$ cat src/rtl/index_mask_decoder.sv
// Decodes per-cycle bit indices to one-hot, accumulates a pending mask,
// and offers it to a bitmap consumer over a valid/ready handshake.
module index_mask_decoder #(
   parameter  int WIDTH   = 64,
   parameter  int PORTS   = 2,
   parameter  int THRESH  = 8,
   parameter  int TIMEOUT = 16,
   localparam int IW      = (WIDTH > 1) ? $clog2(WIDTH) : 1,
   localparam int CW      = $clog2(WIDTH + 1),
   localparam int AW      = $clog2(TIMEOUT + 1)
) (
   input  logic                  clk,
   input  logic                  rst,
   input  logic [PORTS-1:0]      in_valid,
   input  logic [PORTS*IW-1:0]   in_idx,
   output logic                  in_ready,
   input  logic                  flush,
   output logic [WIDTH-1:0]      mask_out,
   output logic [CW-1:0]         mask_count,
   output logic                  mask_valid,
   input  logic                  mask_ready,
   output logic                  dup_err,
   output logic                  range_err
);

   typedef enum logic {
      ACCUM = 1'b0,
      OFFER = 1'b1
   } state_t;

   localparam bit POW2 = (WIDTH == (1 << IW));

   state_t           state, state_d;
   logic [WIDTH-1:0] pending, pending_d;
   logic [CW-1:0]    count, count_d;
   logic [AW-1:0]    age, age_d;
   logic             dup_d, range_d;

   logic [WIDTH-1:0] hit;
   logic [WIDTH-1:0] pending_nx;
   logic [CW-1:0]    count_nx;
   logic [IW-1:0]    idx;
   logic             acc;
   logic             dup_new;
   logic             rng_new;
   logic             timeout_hit;
   logic             fire;

   function automatic logic [CW-1:0] popcnt(
      input logic [WIDTH-1:0] v
   );
      logic [CW-1:0] s;
      s = '0;
      for (int i = 0; i < WIDTH; i++)
         s = s + CW'(v[i]);
      return s;
   endfunction

   function automatic logic in_range(
      input logic [IW-1:0] i
   );
      return POW2 || (32'(i) < 32'(WIDTH));
   endfunction

   // Decode accepted ports; hit doubles as the same-cycle duplicate detector.
   always_comb begin
      hit     = '0;
      idx     = '0;
      acc     = 1'b0;
      dup_new = 1'b0;
      rng_new = 1'b0;
      if (state == ACCUM) begin
         for (int p = 0; p < PORTS; p++) begin
            idx = in_idx[p*IW +: IW];
            if (in_valid[p]) begin
               acc = 1'b1;
               if (!in_range(idx)) begin
                  rng_new = 1'b1;
               end else begin
                  if (pending[idx] || hit[idx])
                     dup_new = 1'b1;
                  hit[idx] = 1'b1;
               end
            end
         end
      end
   end

   assign pending_nx  = pending | hit;
   assign count_nx    = popcnt(pending_nx);
   assign timeout_hit = !acc && (pending != '0) &&
                        (age == AW'(TIMEOUT - 1));
   assign fire        = (pending_nx != '0) &&
                        ((count_nx >= CW'(THRESH)) ||
                         timeout_hit || flush);

   always_comb begin
      state_d   = state;
      pending_d = pending;
      count_d   = count;
      age_d     = age;
      dup_d     = dup_err | dup_new;
      range_d   = range_err | rng_new;
      unique case (state)
         ACCUM: begin
            pending_d = pending_nx;
            count_d   = count_nx;
            if (acc)
               age_d = '0;
            else if (pending != '0)
               age_d = age + AW'(1);
            if (fire)
               state_d = OFFER;
         end
         OFFER: begin
            if (mask_ready) begin
               pending_d = '0;
               count_d   = '0;
               age_d     = '0;
               state_d   = ACCUM;
            end
         end
         default: state_d = ACCUM;
      endcase
   end

   always_ff @(posedge clk or posedge rst) begin
      if (rst) begin
         state     <= ACCUM;
         pending   <= '0;
         count     <= '0;
         age       <= '0;
         dup_err   <= 1'b0;
         range_err <= 1'b0;
      end else begin
         state     <= state_d;
         pending   <= pending_d;
         count     <= count_d;
         age       <= age_d;
         dup_err   <= dup_d;
         range_err <= range_d;
      end
   end

   assign in_ready   = (state == ACCUM);
   assign mask_valid = (state == OFFER);
   assign mask_out   = mask_valid ? pending : '0;
   assign mask_count = mask_valid ? count : '0;

endmodule

$ cat config.mk
export PLATFORM = sky130hd
export DESIGN_NAME = index_mask_decoder
export DESIGN_NICKNAME = d
export VERILOG_FILES = /design/src/rtl/index_mask_decoder.sv
export SDC_FILE = /design/constraint.sdc
export NUM_CORES = 1
export LEC_CHECK = 0
export CAP_MARGIN = 15
export CORE_MARGIN = 1.5
export CORE_UTILIZATION = 57
export DETAILED_ROUTE_END_ITERATION = 16
export PLACE_DENSITY = 0.82
export SKIP_LAST_GASP = 1
export SLEW_MARGIN = 20
export SYNTH_ARGS = -nofsm -noshare
export SYNTH_HDL_FRONTEND = slang
export SYNTH_SLANG_ARGS = --single-unit
$ cat constraint.sdc
create_clock -name clk -period 10.2 [get_ports clk]
set_input_delay 1.02 -clock clk [delete_from_list [all_inputs] [get_ports clk]]
set_output_delay 1.02 -clock clk [all_outputs]
set_load 0.02 [all_outputs]
* Word-level counts from Yosys, hierarchy flattened
Memory sizes are Yosys's and may differ from the RTL's.
Index checks and enable logic that the tools add are counted.
** Storage, ports and cells
- Register bits after elaboration :: 78
- Bits in latches :: 0
- Bits in writable memories :: 0
- Memory bits (read-only) :: 64
- Bits of input ports :: 18
- Output and inout bits :: 75
- Word-level logic and storage cells :: 131
- Memories kept :: 1
** Operators by class
- $add $sub $neg :: 64
- Multipliers :: 0
- Div/mod/pow operators :: 0
- $lt $le $gt $ge :: 5
- Eq/ne operators :: 3
- Shift operators :: 0
- Multiplexer cells :: 36
- Bitwise gates (word level) :: 4
- Reduce and logical (&&, ||, !) cells :: 13
** Memories
- (no name shown) :: words 64, width 1, read ports 1, clocked after Yosys merged registers in 0, wr ports 0, line 80 : if (pending[idx] || hit[idx])
** Operators by type and width (count)
- $add 7x1->7 :: 57
- $mux 64 :: 6
- $or 64x64->64 :: 2
- $pmux 64 s2 :: 1
- $reduce_bool 64->1 :: 2
- $bmux 1 s6 :: 3
- $mux 1 :: 16
- $mux 5 :: 3
- $lt 6x7->1 const B :: 2
- $mux 7 :: 2
- $pmux 7 s2 :: 1
- $demux 1 s6 :: 2
- $ge 6x1->1 const B :: 2
- $pmux 5 s2 :: 1
- $add 6x1->7 :: 1
- $ge 7x4->1 const B :: 1
- $add 5x1->6 :: 1
- $add 4x1->5 :: 1
- $add 5x1->5 const B :: 1
- $eq 5x4->1 const B :: 1
- $logic_and 1x1->1 :: 5
- $add 3x1->4 :: 1
- $logic_or 1x1->1 :: 4
- $add 2x1->3 :: 1
- other kinds (8) :: 8

* Depth between registers and ports, before layout
Gate-level depths: netlist of run 1.
- Word-level depth :: 79
- Depth in mapped cells :: 28
- Mapped depth without buffers :: 26

* Worst setup path before layout of run 1
No wires, ideal clock.
- Path kind :: input-to-reg
- From :: in in_idx[3]
- To :: reg state (netlist: mask_valid)
- Library setup time :: 0.082 ns
- Arrival :: 7.681 ns
- Required time :: 10.118 ns
- Setup slack :: 2.438 ns
- Stages on the path :: 23
- Buffers on the path :: 1
- Path through :: buf_2 -> nor4b_1 -> a221oi_1 -> inv_1 -> fa_1 -> fa_1 -> fa_1 -> inv_1 -> fa_1 -> inv_1 -> fa_1 -> fa_1 -> fa_1 -> inv_1 -> fa_1 -> fa_1 -> nor2b_1 -> o21ai_0 -> a21boi_0 -> o21ai_0 -> a41oi_1 -> a21oi_1 -> a31oi_1
** On the way
- Longest elaborated chain between the ends :: 79
- Elaborated cells between the ends (all ways) :: 81
- Those cells by class :: add/sub (63); order compare (3); mux (8); bitwise (2); reduce/logical (5)
** RTL lines
- from (decl) :: line 15 : input logic [PORTS*IW-1:0] in_idx,
- $lt 6x7->1 (implied by the code) or $ge 6x1->1 (tied branches) :: line 82 : hit[idx] = 1'b1;
- $logic_and 1x1->1 (implied by the code) :: line 82
- $mux 1 (implied by the code) :: line 82
- $demux 1 s6 (*) :: line 82
- $mux 64 (*) :: line 75 : if (in_valid[p]) begin
- $mux 64 (*) :: line 72 : if (state == ACCUM) begin
- $or 64x64->64 (no line)
- $mux 64 (*) :: line 75
- [... 8 more ...]
- $add 7x1->7 (57 in a row) :: line 55 : s = s + CW'(v[i]);
- $ge 7x4->1 :: line 94 : ((count_nx >= CW'(THRESH)) ||
- $logic_or 1x1->1 :: line 94
- $logic_or 1x1->1 :: line 95 : timeout_hit || flush);
- $logic_and 1x1->1 (*) :: line 93 : assign fire = (pending_nx != '0) &&
- $mux 1 (*) :: line 112 : if (fire)
- $pmux 1 s2 (*) :: line 104 : unique case (state)
- net state_d :: line 33 : state_t state, state_d;
- to (signal assigned) :: line 136 : state <= state_d;
- to (decl) :: line 33
The timed path passes the listed nets; every way through them passes the cells marked *. The select of a mux whose other input is x is not followed.
A chain may end at the register's enable or synchronous reset.

* Final worst setup path of run 1
- From :: in in_idx[2]
- To :: reg state (netlist: mask_valid)
Same word-level chain as after synthesis.

==> flow_metrics.tcl, run 1 <==
set metrics [dict create \
    worstSetupPathType "in2reg" \
    initial_core_util_pct 58.1 \
    syn2layout_area_growth_pct 19.5 \
    hold_viol_final 0 \
    drc 0 \
    post_cts_buffers 0 \
    vias 7197 \
    cts_root_buf "clkbuf_16" \
    firstDrtPassIters 6 \
    slew_violations 0 \
    numCtsBuffers 9 \
    async_reset_ff_share_pct 100 \
    drv_cap 0 \
    place_congestion 1.04 \
    synth_seq_area_share_pct 26.8 \
    seqCellArea_mm2 0.00195 \
    nNetsFinal 932 \
    insertion_delay_ns 0.36 \
    worstSetupEndpointType "flip-flop" \
    cts_tree "yes" \
    start_kind "input pin" \
    cp_data_arrival_time_ns 9.47 \
    path_max_fanout 11 \
    required_ns 10.46 \
    dieArea_mm2 0.0134 \
    drive_gt1_share_pct 10.6 \
    avgSynthCellArea_um2 9.53 \
    coreArea_mm2 0.0125 \
    diodes 0 \
    ant_nets 0 \
    fin_tns_setup_ns 0 \
    p_leak_nw 4.38 \
    cts_buffer_depth 2 \
    fmax_mhz 109 \
    fp-row-count 41 \
    wl_per_cell_um 28.0 \
    syn_inst 763 \
    antenna_found_initial 0 \
    synthDistinctLibCells 60 \
    synthFlopType "dfrtp_1" \
    fin_crit_ns 9.20 \
    skew_ns 0.00961 \
    grt_pass1_wl_um 42500 \
    viasPerCell 7.06 \
    n_fill_cell 1030 \
    dp_hpwl_um 21000 \
    setup_viol 0 \
    relSlewSlack_pct 21.2 \
    grt_max_degree 79 \
    syn_area_mm2 0.00727 \
    power_density_mw_per_mm2 190 \
    ctsHoldBuffers 0 \
    htree_num_levels 3 \
    cts_resized 0 \
    synth_edf_count 0 \
    fp.dieW_um 116 \
    multi_input_area_mm2 0.00469 \
    synth_seq_cells 78 \
    synth_fp_nets 853 \
    status "completed" \
    dr.first_iter.drc_count 1178 \
    irDropWorstVdd_mv 0.143 \
    rsz0062_at_grt "no" \
    grt-ovfl-total 0 \
    ioPinCount 93 \
    fin_total_pwr_mw 1.65 \
    drt_wl_total_um 28600 \
    clk_pin_slew_worst_paths_ns 0.07 \
    die_h_um 116 \
    cts.sinks 78 \
    yosysWarnings 0 \
    port_buffers 91 \
    worstMarginPinSlew_ns 1.18 \
    grt_use_total_pct 44.1 \
    fin_crit_sh_pct 90.2 \
    first_global_vias 6906 \
    pre_cts_ws_ns 0.931 \
    worstHoldPathType "reg2reg" \
    setup_ws_ns 0.995 \
]
## worst max-delay path, stage by stage
cell and delay [ns]:
clkdlybuf4s50_1 0.67, nand2b_1 0.33, nor2_1 0.87, a21oi_1 0.21
o31ai_1 0.26, fa_1 0.54, fa_1 0.52, inv_1 0.08
fa_1 0.51, inv_1 0.06, fa_1 0.47, fa_1 0.51
fa_1 0.55, fa_1 0.44, fa_1 0.51, ha_1 0.19
inv_1 0.06, fa_1 0.39, nor2b_1 0.13, o21ai_0 0.10
a21boi_0 0.31, o21ai_0 0.19, a41oi_1 0.24, a21oi_1 0.07
a31oi_1 0.19
## power by group
group | switching, mW | internal [mW]
clock network | 0.146 | 0.242
logic | 0.504 | 0.344
registers | 0.0742 | 0.338
## per-stage QoR
step | utilization, % | instances | cell area (µm²) | hold WS, ns
global route | 69.4 | 1019 | 8690 | 0.536
global placement | 66.7 | 1003 | 8340 | 0.469
floorplan | - | 763 | 7270 | 0.480
CTS | 69.4 | 1019 | 8690 | 0.498
detailed placement | 66.7 | 1003 | 8340 | 0.474
finish | 69.4 | 1019 | 8690 | 0.501
## area by class of cell
type                            instances  area share (%)
Timing Repair Buffer                  118            12.9
Clock buffer                           10            2.63
Inverter                               98            4.23
Sequential cell                        78            22.5
Clock inverter                          6            1.34
Tap cell                              172            2.48
Multi-Input combinational cell        537            54.0
## per-layer routing
metal  GRT usage [%]  vias up  part of all wire [%]
met3            9.73      154                    13
met2            64.6      642                    44
met1            61.5     3522                    37
li1                -     2879                     -
met5               0        -                     0
met4            24.0        0                   6.5
## flip-flops by register name (all words and copies together), names as in the netlist
signal,cells
pending,64
count,7
age,5
dup_err,1
mask_valid,1
## cell usage in the layout (no fill, tap or decap), types with 6 or more instances in the layout
cell             count
a21oi_1             14
a221oi_1            62
a22o_1               6
and2_1              71
buf_4               26
clkbuf_16            9
clkdlybuf4s50_1     91
dfrtp_1             77
fa_1                54
ha_1                18
inv_1               97
mux2_2              10
mux2i_1             17
mux4_2              19
nand2_1             17
nand2b_1             7
nand3_1              6
nand4_1             19
nor2_1              89
nor2b_1             10
nor3_1              12
nor4_1              20
o22ai_1              8
xnor2_1              7
## synthesized netlist by cell type (all sizes together), types with 3 or more instances
cell | count | area share [%]
inv | 98 | 5.1
nor2 | 90 | 4.6
dfrtp | 78 | 27
and2 | 72 | 6.2
a221oi | 67 | 8.5
fa | 54 | 15
buf | 28 | 2.5
nor4 | 23 | 2.2
clkbuf | 22 | 1.1
mux4 | 19 | 5.9
nand4 | 19 | 1.6
ha | 18 | 3.1
nand2 | 18 | 1.0
mux2i | 17 | 2.3
a21oi | 14 | 0.96
nor2b | 12 | 1.2
nor3 | 12 | 0.83
mux2 | 10 | 1.5
o22ai | 8 | 0.69
nand2b | 7 | 0.60
xnor2 | 7 | 0.84
a22o | 6 | 0.72
nand3 | 6 | 0.41
a31oi | 5 | 0.43
and3 | 5 | 0.57
o21ai | 5 | 0.34
a22oi | 4 | 0.41
nor3b | 4 | 0.48
o221ai | 4 | 0.48
o32ai | 3 | 0.36
## final timing paths
| check | start | to | slack, ns | cells past startpoint |
|---|---|---|---|---|
| min reg2reg | dup_err | dup_err | 0.50 | 2 |
| min | dup_err | dup_err | 0.50 | 2 |
| max in group asynchronous | rst | mask_valid | 8.48 | 3 |
| min in group asynchronous | rst | count[0] | 1.20 | 3 |
| max reg2reg | mask_valid | mask_valid | 1.43 | 24 |
| max | in_idx[2] | mask_valid | 1.0 | 25 |
## kinds of logic after synthesis
kind of cell,synth area share (%)
AO/OA/AOI/OAI,15.0
XOR/XNOR,1.08
adder cells (fa/ha/maj),18.0
buffers and inverters,8.72
flip-flops,26.8
multiplexers,9.77
other,0.0516
AND/OR/NAND/NOR,20.6
Note: power is estimated with default switching activity, not from simulation.
==> run 2: changes to the inputs <==
Settings changed: ABC_CLOCK_PERIOD_IN_PS from default to 10200.
==> results of run 2 <==
No change in the layout: final DEF, timing and power equal those of run 1.
==> edit (flow settings as in run 1) <==
Take the reset off `pending` and load it in a clocked block of its own.
--- a/src/rtl/index_mask_decoder.sv
+++ b/src/rtl/index_mask_decoder.sv
@@ -127,19 +127,21 @@
    always_ff @(posedge clk or posedge rst) begin
       if (rst) begin
          state     <= ACCUM;
-         pending   <= '0;
          count     <= '0;
          age       <= '0;
          dup_err   <= 1'b0;
          range_err <= 1'b0;
       end else begin
          state     <= state_d;
-         pending   <= pending_d;
          count     <= count_d;
          age       <= age_d;
          dup_err   <= dup_d;
          range_err <= range_d;
       end
+   end
+
+   always_ff @(posedge clk) begin
+      pending <= pending_d;
    end
 
    assign in_ready   = (state == ACCUM);
Formal check against the unedited RTL: not equivalent (a bounded check fails within 4 cycles, from zero or initial values and one cycle with rst high).
==> edit against run 1 <==
  * Synthesized area rose by 5.2%
  * Sequential cell count is the same
  * Hold slack worse by 0.020 ns
  * Final area up 5.9%
  * Setup slack worse by 0.30 ns
  * Core utilization rose by 0.33 points
  * Critical endpoint unchanged
  * Wire length grew 14%
  * Critical path type unchanged
Power is left out: the tool's default activity adds up to more than one toggle a clock period on the data nets, which glitch-free logic cannot reach.
==> edit: results (changes against run 1) <==
worst slew pin tran = 1.05 ns (was 1.18 ns)
Post-synth EDFFs = 64 (was 0)
status = finished, final reports clean (unchanged)
CP max-delay cell = nor2b_1 (was nor2_1)
clk tree area frac = 3.52% (was 3.97%)
multi-input combinational gate total = 585 (was 537)
Synth Instances = 808 (was 763)
complex-gate fraction of the synthesized area = 14.3% (was 15.0%)
Synth async-reset ratio = 17.9% (was 100%)
placed cell count = 1064 (was 1003)
cell row count = 42 (was 41)
drt total wl = 32500 µm (was 28600 µm)
DR iter-0 viols = 1540 (was 1178)
slowest stage delay, CP = 0.73 ns (was 0.87 ns)
final instance area = 9200 µm² (was 8690 µm²)
final net count = 989 (was 932)
library cells used by synthesis = 59 (was 60)
DRT Pass-1 Iters = 8 (was 6)
multi-input gate share of total cell area = 52.2% (was 54.0%)
CP Data Arrival Time = 9.72 ns (was 9.47 ns)
layout buffer count excluding clock buffers = 135 (was 118)
first-pass GRT wire length = 47800 µm (was 42500 µm)
top_reg_cell synth = edfxtp_1 (was dfrtp_1)
pre-CTS WS = 0.627 ns (was 0.931 ns)
Placer Congestion = 1.02 (was 1.04)
Storage cell area = 2280 µm² (was 1950 µm²)
edit: kinds of logic (layout without fill, tap and decap cells):
group,after synthesis,after routing
other cells,1,1
compound gates,142,142
buf+inv,145,241
xor+xnor,8,8
mux,40,40
simple gates,322,322
fa+ha+maj,72,72
flops,78,78
edit: worst paths after layout:
| check | cells after the start | start | slack (ns) | to |
|---|---|---|---|---|
| max | 27 | in_idx[7] | 0.69 | mask_valid |
| min | 2 | count[3] | 0.48 | count[3] |
| max reg2reg | 27 | mask_valid | 1.19 | mask_valid |
| min reg2reg | 2 | count[3] | 0.48 | count[3] |
| max in group asynchronous | 2 | rst | 8.60 | mask_valid |
| min in group asynchronous | 2 | rst | 1.08 | count[4] |
edit: layer usage:
layer	vias to the layer above	GRT usage, %	wire length, µm
met2	814	71.0	14300
li1	3108	-	-
met3	220	11.8	4560
met1	3741	60.2	11200
met5	-	0	0
met4	0	28.4	2400
